File: src/rtl/seg_to_bcd_capture.sv
// Multiplexed active-low 7-segment bus reader: synchronises, qualifies stability, decodes back to BCD.
// Optional macro HEX_DECODE_EN makes the A-F segment patterns decodable as well.
module seg_to_bcd_capture #(
  parameter int NUM_DIGITS     = 4,
  parameter int STABLE_SAMPLES = 4,
  parameter int CNT_W          = 3
) (
  input  logic                    clk,
  input  logic                    rst_n,
  input  logic                    sample_en,
  input  logic [NUM_DIGITS-1:0]   an,
  input  logic [6:0]              seg,
  output logic [4*NUM_DIGITS-1:0] digits,
  output logic [NUM_DIGITS-1:0]   digit_blank,
  output logic [NUM_DIGITS-1:0]   digit_err,
  output logic                    frame_valid,
  output logic                    bus_fault
);

  localparam int IDX_W = (NUM_DIGITS > 1) ? $clog2(NUM_DIGITS) : 1;
  localparam int LOW_W = IDX_W + 1;
  localparam logic [CNT_W-1:0] CNT_LAST = CNT_W'(STABLE_SAMPLES - 1);
  localparam logic [CNT_W-1:0] CNT_PRE  = CNT_W'(STABLE_SAMPLES - 2);

  typedef enum logic {IDLE, TRACK} state_t;

  logic [NUM_DIGITS-1:0] an_s1, an_s2;
  logic [6:0]            seg_s1, seg_s2;

  state_t                state;
  logic [IDX_W-1:0]      idx;
  logic [6:0]            seg_latched;
  logic [CNT_W-1:0]      count;
  logic                  committed;
  logic [NUM_DIGITS-1:0] seen;

  logic [LOW_W-1:0]      low_cnt;
  logic [IDX_W-1:0]      low_idx;
  logic [3:0]            dec_val;
  logic                  dec_ok;
  logic [NUM_DIGITS-1:0] seen_or;

  // Synchronisers idle at all-ones so reset looks like a dark display.
  always_ff @(posedge clk or negedge rst_n) begin
    if (!rst_n) begin
      an_s1  <= '1;
      an_s2  <= '1;
      seg_s1 <= '1;
      seg_s2 <= '1;
    end else begin
      an_s1  <= an;
      an_s2  <= an_s1;
      seg_s1 <= seg;
      seg_s2 <= seg_s1;
    end
  end

  always_comb begin
    low_cnt = '0;
    low_idx = '0;
    for (int i = 0; i < NUM_DIGITS; i++) begin
      if (!an_s2[i]) begin
        low_cnt = low_cnt + LOW_W'(1);
        low_idx = IDX_W'(i);
      end
    end
  end

  always_comb begin
    dec_ok  = 1'b1;
    dec_val = 4'd0;
    case (seg_latched)
      7'b0000001: dec_val = 4'd0;
      7'b1001111: dec_val = 4'd1;
      7'b0010010: dec_val = 4'd2;
      7'b0000110: dec_val = 4'd3;
      7'b1001100: dec_val = 4'd4;
      7'b0100100: dec_val = 4'd5;
      7'b0100000: dec_val = 4'd6;
      7'b0001111: dec_val = 4'd7;
      7'b0000000: dec_val = 4'd8;
      7'b0000100: dec_val = 4'd9;
`ifdef HEX_DECODE_EN
      7'b0001000: dec_val = 4'hA;
      7'b1100000: dec_val = 4'hB;
      7'b0110001: dec_val = 4'hC;
      7'b1000010: dec_val = 4'hD;
      7'b0110000: dec_val = 4'hE;
      7'b0111000: dec_val = 4'hF;
`endif
      default:    dec_ok  = 1'b0;
    endcase
  end

  assign seen_or = seen | (NUM_DIGITS'(1) << idx);

  always_ff @(posedge clk or negedge rst_n) begin
    if (!rst_n) begin
      state       <= IDLE;
      idx         <= '0;
      seg_latched <= '1;
      count       <= '0;
      committed   <= 1'b0;
      seen        <= '0;
      digits      <= '0;
      digit_blank <= '0;
      digit_err   <= '0;
      frame_valid <= 1'b0;
      bus_fault   <= 1'b0;
    end else begin
      frame_valid <= 1'b0;
      if (sample_en) begin
        if (low_cnt == LOW_W'(1)) begin
          if (state == IDLE || low_idx != idx || seg_s2 != seg_latched) begin
            state       <= TRACK;
            idx         <= low_idx;
            seg_latched <= seg_s2;
            count       <= '0;
            committed   <= 1'b0;
          end else begin
            if (count != CNT_LAST) count <= count + CNT_W'(1);
            // This sample is the last of the required identical run.
            if (count == CNT_PRE && !committed) begin
              committed <= 1'b1;
              if (seg_latched == 7'b1111111) begin
                digit_blank[idx] <= 1'b1;
                digit_err[idx]   <= 1'b0;
              end else if (dec_ok) begin
                digits[4*idx +: 4] <= dec_val;
                digit_blank[idx]   <= 1'b0;
                digit_err[idx]     <= 1'b0;
              end else begin
                digit_blank[idx] <= 1'b0;
                digit_err[idx]   <= 1'b1;
              end
              if (&seen_or) begin
                seen        <= '0;
                frame_valid <= 1'b1;
              end else begin
                seen <= seen_or;
              end
            end
          end
        end else begin
          state <= IDLE;
          count <= '0;
          if (low_cnt > LOW_W'(1)) bus_fault <= 1'b1;
        end
      end
    end
  end

endmodule

File: config.mk
export PLATFORM = sky130hd
export DESIGN_NAME = seg_to_bcd_capture
export DESIGN_NICKNAME = d
export VERILOG_FILES = /design/src/rtl/seg_to_bcd_capture.sv
export SDC_FILE = /design/constraint.sdc
export NUM_CORES = 1
export LEC_CHECK = 0
export ABC_CLOCK_PERIOD_IN_PS = 6300
export BUFFER_PORTS_ARGS = -buffer_cell sky130_fd_sc_hd__buf_2
export CORE_ASPECT_RATIO = 0.7
export CORE_UTILIZATION = 30
export DETAILED_ROUTE_END_ITERATION = 10
export SYNTH_ARGS = -nofsm -noshare
export SYNTH_HDL_FRONTEND = slang
export SYNTH_SLANG_ARGS = --single-unit
File: constraint.sdc
create_clock -name clk -period 6.3 [get_ports clk]
set_clock_uncertainty 0.1 [all_clocks]
set_input_delay 0.63 -clock clk [delete_from_list [all_inputs] [get_ports clk]]
set_output_delay 0.63 -clock clk [all_outputs]
set_load 0.1 [all_outputs]
# [After elaboration in Yosys (flattened, before gate mapping)]
# Cells that the tools add are included.
[word_totals] out_inout_bits=26 ff_bits=66 elab_cells=97
[classes] n_lt_le_gt_ge=3 reduce_logical=16 add_sub_neg=5 mux=28 n_eq_ne=17 bitwise=10 shift=3
[ops] operator="$pmux W4 S9" count=1
[ops] operator="$neg A4 Y34" count=1
[ops] operator="$shift A4 B34 Y16 const A" count=1
[ops] operator="$shiftx A4 B34 Y16" count=1
[ops] operator="$eq A7 B7 Y1 const B" count=3
[ops] operator="$mux W3" count=6
[ops] operator="$bwmux W16" count=1
[ops] operator="$mux W4" count=4
[ops] operator="$eq A7 B3 Y1 const B" count=2
[ops] operator="$eq A7 B6 Y1 const B" count=2
[ops] operator="$mux W1" count=13
[ops] operator="$add A3 B1 Y3 const B" count=4
[ops] operator="$or A4 B4 Y4" count=3
[ops] operator="$reduce_or A10 Y1" count=1
[ops] operator="$reduce_and A3 Y1" count=3
[ops] operator="$and A4 B4 Y4" count=2
[ops] operator="$reduce_and A4 Y1" count=2
[ops] operator="$eq A7 B1 Y1 const B" count=1
[ops] operator="$eq A7 B4 Y1 const B" count=1
[ops] operator="$eq A7 B5 Y1 const B" count=1
[ops] operator="$logic_not A7 Y1" count=1
[ops] operator="$ne A7 B7 Y1" count=1
[ops] operator="$reduce_and A6 Y1" count=1
[ops] operator="$mux W2" count=2
[ops] operator="18 further kinds" count=24

# [Depth between registers and ports, before layout]
# Gate-level depths: netlist (run 1).
[depth] ltp_word=10 mapped_depth=11

# [Worst setup path before layout (run 1)]
# OpenSTA, ideal clock, no wires.
[synth_path] path_type="reg-to-reg" startpoint="register an_s2[0]" endpoint="register idx[0]" setup_slack_ns=3.366 setup_ns=0.125 synth_period_minus_slack_ns=2.934 n_path_buf=1 arrival_time_ns=2.709 required_ns=6.075 stages_incl_launch_ff=11 path_cell_list="dfstp_2 > inv_1 > ha_1 > xnor2_1 > ha_1 > or3_1 > o221ai_2 > and2_1 > and3_2 > buf_6 > mux2_2"
[synth_between] elab_chain_cells=9
[synth_rtl] element="start: declaration" line="27" source="logic [NUM_DIGITS-1:0] an_s1, an_s2;"
[synth_rtl] element="start signal: assignment" line="52" source="an_s2 <= an_s1;"
[synth_rtl] element="$mux W1 *" line="62" source="if (!an_s2[i]) begin"
[synth_rtl] element="$add A3 B1 Y3" line="63" source="low_cnt = low_cnt + LOW_W'(1);"
[synth_rtl] element="$mux W3 *" line="62"
[synth_rtl] element="$add A3 B1 Y3" line="63"
[synth_rtl] element="$mux W3 *" line="62"
[synth_rtl] element="$add A3 B1 Y3" line="63"
[synth_rtl] element="$mux W3 *" line="62"
[synth_rtl] element="$eq A3 B1 Y1 *" line="113" source="if (low_cnt == LOW_W'(1)) begin"
[synth_rtl] element="$reduce_and A3 Y1 (no line) *"
[synth_rtl] element="end signal: assignment" line="116" source="idx <= low_idx;"
[synth_rtl] element="end: declaration" line="31" source="logic [IDX_W-1:0] idx;"
# Mark *: on every way between the ends. The rest lies on a longest branch, timed or not.
# A chain may end at the register's enable or synchronous reset.

# [Worst setup path in the final report (run 1)]
[layout_path] startpoint="register an_s2[0]" endpoint="register digits[9]"
[layout_between] elab_chain_cells=9
[layout_rtl] element="$mux W1 *" line="62"
[layout_rtl] element="$add A3 B1 Y3" line="63"
[layout_rtl] element="$mux W3 *" line="62"
[layout_rtl] element="$add A3 B1 Y3" line="63"
[layout_rtl] element="$mux W3 *" line="62"
[layout_rtl] element="$add A3 B1 Y3" line="63"
[layout_rtl] element="$mux W3 *" line="62"
[layout_rtl] element="$eq A3 B1 Y1 *" line="113"
[layout_rtl] element="$reduce_and A6 Y1 (no line) *"
[layout_rtl] element="end signal: indexed assignment" line="129" source="digits[4*idx +: 4] <= dec_val;"
[layout_rtl] element="end: declaration" line="13" source="output logic [4*NUM_DIGITS-1:0] digits,"
# Marked as above.

==> metrics.txt, run 1 <==
Post-synth EDFFs=0; Worst Hold Class=flop to flop; power share of the clock group=0.418; synth unique cells=57; Switch Pwr=around 0.00035 W; #FFs+latches synth=66; clk buf depth=2; Worst R2R Start=an_s2[0]; HPWL Detailed=~4500 um; Post-Syn Nets=slightly below 300; Ys Warns=0; Starting Density=0.3097; Synth Flop Type=dfrtp_1; mapped cell area=between 3000 and 4000 sq um; Rows=31; hold_sp=seg_s1[4]; largest net degree at the start of global routing=67; DRC viols=0; Die Ht=between 80 and 90 um; hold_ws=approximately 0.25 ns; routed vias=between 2000 and 2500; count leader, synth=dfrtp_1; minimum clock period=3.479 ns; htree depth=3; commonest cells in the netlist=dfrtp_1, inv_1, dfstp_2; outcome=complete, no violations; clk slew on worst S/H paths=approximately 0.050 ns; Mean Syn Cell Area=12.15 sq um; headroom to the max-slew limit=0.4550; First-pass DRT Iterations=4; Die X=125.8 um; placed instance area=3491 sq um; drt wl/cell=~14 um; switch share=0.2817; die area=around 11000 sq um; Total GRT Usage=0.1256; cts repair resizes=0; unrepaired setup endpoints after global routing=no; pwr/cell area=~330 nW/um^2; Flop pwr share=0.422; layout cells sized above 1=0.3968; # setup viols final=0; Max Cap Viol=0; Starting DRT DRC Count=about 110; placer congestion estimate=roughly 0.76; required time of the critical path=roughly 6.5 ns; top post-synthesis cells by area=dfrtp_1, dfstp_2, mux2_2; Logic pwr share=0.161; sequential fraction of the synthesis area=0.5243; Slew @ Worst Pin=roughly 0.82 ns; CTS tree=built; I/O Pins=40; CP startpoint=an_s2[0]; Area growth syn-to-layout=18.42%; setup TNS=0 ns; Buffers on Ports=39; top-area cell type share of the netlist area=0.2876; CP Launch Type=flop; CP arrival=roughly 3.6 ns; top cell type by total area after synthesis=dfrtp_1; vias in the first global route=2043; # fillers=between 1000 and 1500; Cell Int Power=around 0.0009 W; Total Routed Length=approximately 6300 um; global-route wire length before repair=around 10000 um; worst-skew pair later-pin latency=about 0.33 ns; Ant. Diodes=0; CTS sink cnt=66; CTS Buf Count=9; leakage=roughly 1.7 nW; clock root buffer=clkbuf_16; maximum vdd drop=~0.14 mV; final global-route overflow total=0; post-route antenna net violation count=0; asr flop ratio synth=1.000; CP Capture Type=flop; initial antenna violation count=0; Core ar.=slightly above 10000 sq um; Design Area, Final=approximately 3800 sq um; post-DR vias/cell=slightly below 5; Post-CTS Setup Inserts=0; Final Max Tran Viols=0; Final Power=about 0.0012 W; synthesized netlist cell count=265; crit path max fanout=12; cts hold-fix bufs=0; upper clock frequency limit=approximately 290 MHz; Crit Path Class=flop to flop; Layout Nets=333; Final period util=0.5522; Fin. Hold Viols=0
[per-layer routing]
metal	share of wire	GRT usage	wire length (um)	vias up
li1	-	-	-	1034
met1	0.51	0.1709	3185	1044
met2	0.42	0.1742	2605	65
met3	0.064	0.05320	401	10
met4	0.012	0.05257	78	0
met5	0	0	0	-
[logic make-up after synthesis]
family | Yosys count | synth area share
adders and majority gates | 14 | 0.05441
xor gates and xnor gates | 12 | 0.03498
buffers and inverters | 43 | 0.06840
DFF | 66 | 0.5243
and+or+nand+nor | 61 | 0.1399
muxes | 18 | 0.06296
AOI/OAI and AO/OA | 51 | 0.1150
[power groups by stage]
stage / registers, W / clock network [W] / logic [W]
after floorplan: 0.000490 / 0 / 0.000207
after global placement: 0.000529 / 0 / 0.000197
after global routing: 0.000535 / 0.000557 / 0.000226
after CTS: 0.000526 / 0.000535 / 0.000202
final: 0.000526 / 0.000522 / 0.000201
after detailed placement: 0.000533 / 0 / 0.000201
[worst paths after layout]
kind / to / slack, ns / depth (start not counted)
setup / recovery: digits[9] / 2.82 / 9
hold / removal: seg_s2[4] / 0.25 / 0
setup reg to reg: digits[9] / 2.82 / 9
hold reg to reg: seg_s2[4] / 0.25 / 0
max in group asynchronous: async pin / 5.19 / 2
min in group asynchronous: count[1] / 0.38 / 2
[through the flow]
stage / utilization / instances / worst slack, ns
floorplan: - / 265 / 3.366
global placement: 0.3358 / 426 / 2.965
detailed placement: 0.3358 / 426 / 2.864
CTS: 0.3668 / 442 / 2.853
global route: 0.3668 / 442 / 2.613
finish: 0.3668 / 442 / 2.821
[critical path, stage by stage (launching register included)]
cell and delay [ns]:
dfstp_2 0.52, inv_1 0.04, ha_1 0.36, xnor2_1 0.16, ha_1 0.30, or3_1 0.40, o221ai_2 0.23, nand3_1 0.44
or4_4 0.70, o21ai_1 0.16
[cell type report]
type,count,area (sq um),area share
well taps,132,165.2,0.04332
multi-input cells,156,1311,0.3439
flip-flops and latches,66,1688,0.4427
repair buffers,41,210.2,0.05514
inverters,31,116.4,0.03052
clock buffers,11,264.0,0.06925
clock inverters,5,57.56,0.01510
[cell usage in the layout (no fill, tap or decap), drive strengths merged, types with 5 or more instances in the layout]
| cell | Yosys | layout |
|---|---|---|
| xnor2 | 5 | 5 |
| or3 | 5 | 5 |
| inv | 31 | 33 |
| dfstp | 29 | 29 |
| a21oi | 9 | 9 |
| dfrtp | 37 | 37 |
| nor4 | 5 | 5 |
| o21ai | 8 | 8 |
| nand2 | 8 | 8 |
| nand3 | 12 | 12 |
| mux2 | 18 | 18 |
| clkbuf | 2 | 11 |
| xor2 | 7 | 7 |
| o22ai | 15 | 15 |
| ha | 14 | 14 |
| buf | 10 | 41 |
No activity file was read; power rests on OpenSTA's default activity.
==> run 2: changes to the inputs <==
--- a/config.mk
+++ b/config.mk
@@ -5,7 +5,7 @@
 export SDC_FILE = /design/constraint.sdc
 export NUM_CORES = 1
 export LEC_CHECK = 0
-export ABC_CLOCK_PERIOD_IN_PS = 6300
+export ABC_CLOCK_PERIOD_IN_PS = 3000
 export BUFFER_PORTS_ARGS = -buffer_cell sky130_fd_sc_hd__buf_2
 export CORE_ASPECT_RATIO = 0.7
 export CORE_UTILIZATION = 30
==> constraint.sdc (replaced) <==
create_clock -name clk -period 3 [get_ports clk]
set_clock_uncertainty 0.1 [all_clocks]
set_input_delay 0.3 -clock clk [delete_from_list [all_inputs] [get_ports clk]]
set_output_delay 0.3 -clock clk [all_outputs]
set_load 0.1 [all_outputs]
==> run 2 against run 1 <==
Worst hold slack got worse by 0.20 ns. Global-route usage rose by 0.55 points. Sequential power is 110% higher.
==> metrics.txt, run 2 (same netlist as run 1, synthesis figures left out) <==
Area growth syn-to-layout=28.37%; # setup viols final=0 (unchanged); DP Worst Slack=-0.07833 ns (-2.943 ns); Layout Nets=354 (+6.3%); routed vias=2257 (+4.8%); CP Capture Type=flop; headroom to the max-slew limit=0.2960 (-0.1590); Cell Int Power=0.001876 W (+110%); hold_ws=0.05358 ns (-0.2006 ns); setup ws final=0.01957 ns (-2.802 ns); power share of the clock group=0.397 (-0.021); Fin. Hold Viols=0 (unchanged); Buffers on Ports=39 (unchanged); CP arrival=3.13 ns (-0.50 ns); clock root buffer=clkbuf_16; Core ar.=10400 sq um (unchanged); Final Max Tran Viols=0 (unchanged); Worst Hold Class=input pin to async pin; top routing layer used=met4; worst-skew pair later-pin latency=0.33 ns (about the same); # fillers=1008 (-1.6%); vias in the first global route=2250 (+10%); CP Launch Type=flop; Worst R2R Start=an_s2[0]; Total GRT Usage=0.1311 (+0.005518); final global-route overflow total=0 (unchanged); First-pass DRT Iterations=4 (unchanged); required time of the critical path=3.15 ns (-3.31 ns); commonest non-fill, non-tap cell in the layout=buf_2; upper clock frequency limit=335.5 MHz (+17%); CP peak stage delay=0.60 ns (-0.10 ns); CTS tree=built; minimum clock period=2.980 ns (-0.4982 ns); placer congestion estimate=0.7741 (+1.3%); clk slew on worst S/H paths=0.05 ns (about the same); post-DR vias/cell=4.875 (about the same); outcome=complete, no violations; met3 WL=357 um (-11%); die area=11160 sq um (unchanged); CTS sink cnt=66 (unchanged); Starting Density=0.3097 (unchanged); fin util=0.3976 (+0.03081); crit-path cells=inv_2 > ha_4 > xnor2_2 > ha_1 > or3_1 > o221ai_2 > nand3_2 > or4_4 > o22ai_1; Rows=31 (unchanged); met1 WL=3291 um (+3.3%); CTS Buf Count=9 (unchanged); switch share=0.2880 (+0.006286); crit path max fanout=5 (-7); met2 routed WL=3011 um (+16%); I/O Pins=40 (unchanged); Total Routed Length=6748 um (+7.6%); Switch Pwr=0.0007589 W (+120%); Flop pwr share=0.422 (about the same); CP startpoint=an_s2[0]; clk buf depth=2 (unchanged); setup slack, reg-to-reg=0.02 ns (-2.80 ns); most frequent cells in the layout=buf_2, dfrtp_1, inv_1, dfstp_2, mux2_2; maximum vdd drop=0.2911 mV (+110%); htree depth=3 (unchanged); Die Ht=88.67 um (unchanged); Ant. Diodes=0 (unchanged); Logic pwr share=0.181 (+0.020); pwr/cell area=637.5 nW/um^2 (+95%); Crit Path Class=flop to flop; Die X=125.8 um (unchanged); DRC viols=0 (unchanged); unrepaired setup endpoints after global routing=yes; critical path's slowest cell=or4_4; Slew @ Worst Pin=1.056 ns (+0.2385 ns); HPWL Detailed=4785 um (+5.5%); largest net degree at the start of global routing=48 (-28%); layout cells sized above 1=0.4622 (+0.06546); setup TNS=0 ns (unchanged); post-route antenna net violation count=0 (unchanged); global-route wire length before repair=11030 um (+5.4%); r2r worst-path depth=9 (unchanged); leakage=1.826 nW (+8.9%); drt wl/cell=14.57 um (+2.7%); Starting DRT DRC Count=135 (+24%); initial antenna violation count=0 (unchanged); Final period util=0.9935 (+0.4413); Max Cap Viol=0 (unchanged); Final Power=0.002635 W (+110%)
## run 2: timing repair
action	in CTS	in global routing
hold endpoints to repair	11	0
pin swaps	3	13
hold buffers	11	0
resized for setup	2	25
setup buffers	0	0
gates cloned	0	0
setup endpoints to repair	14	36
## run 2: worst max-delay path, delay by kind of cell (launching register included)
family          cells  cell delay [ns]
buf+inv             1             0.05
flops               1             0.53
fa+ha+maj           2             0.56
xor+xnor            1             0.12
simple gates        3             1.11
compound gates      2             0.44
## run 2: path summary, 6_finish.rpt
check	endpoint
worst min register to register	an_s2[1]
min in group clk	bus_fault
worst max-delay path	digits[14]
worst max register to register	digits[14]
worst min-delay path	count[2]
max in group asynchronous	seg_s1[4]
## run 2: per-layer routing
metal  vias to the layer above  global-route usage
met1                      1126              0.1686
li1                       1075                   -
met3                         8             0.05139
met5                         -                   0
met2                        48              0.1995
met4                         0             0.05257
## run 2: area by class of cell
type,instances,area [sq um],area share
sequential,66,1688,0.4084
tap,132,165.2,0.03996
clock buffer,11,252.7,0.06116
inverter,31,116.4,0.02816
clock inverter,5,51.30,0.01241
timing repair buffer,62,402.9,0.09749
multi-input combinational,156,1456,0.3524
## run 2: metrics by stage
step	cells	area (sq um)
finish	463	4133
global route	463	4133
CTS	463	3991
detailed placement	436	3566
global placement	436	3566
floorplan	265	3219
## run 2: power by group through the flow
stage | clock [W] | sequential (W) | combinational [W]
floorplan | 0 | 0.00103 | 0.000434
global placement | 0 | 0.00111 | 0.000421
detailed placement | 0 | 0.00112 | 0.000432
CTS | 0.00108 | 0.00111 | 0.000448
global route | 0.00112 | 0.00113 | 0.000530
finish | 0.00105 | 0.00111 | 0.000477
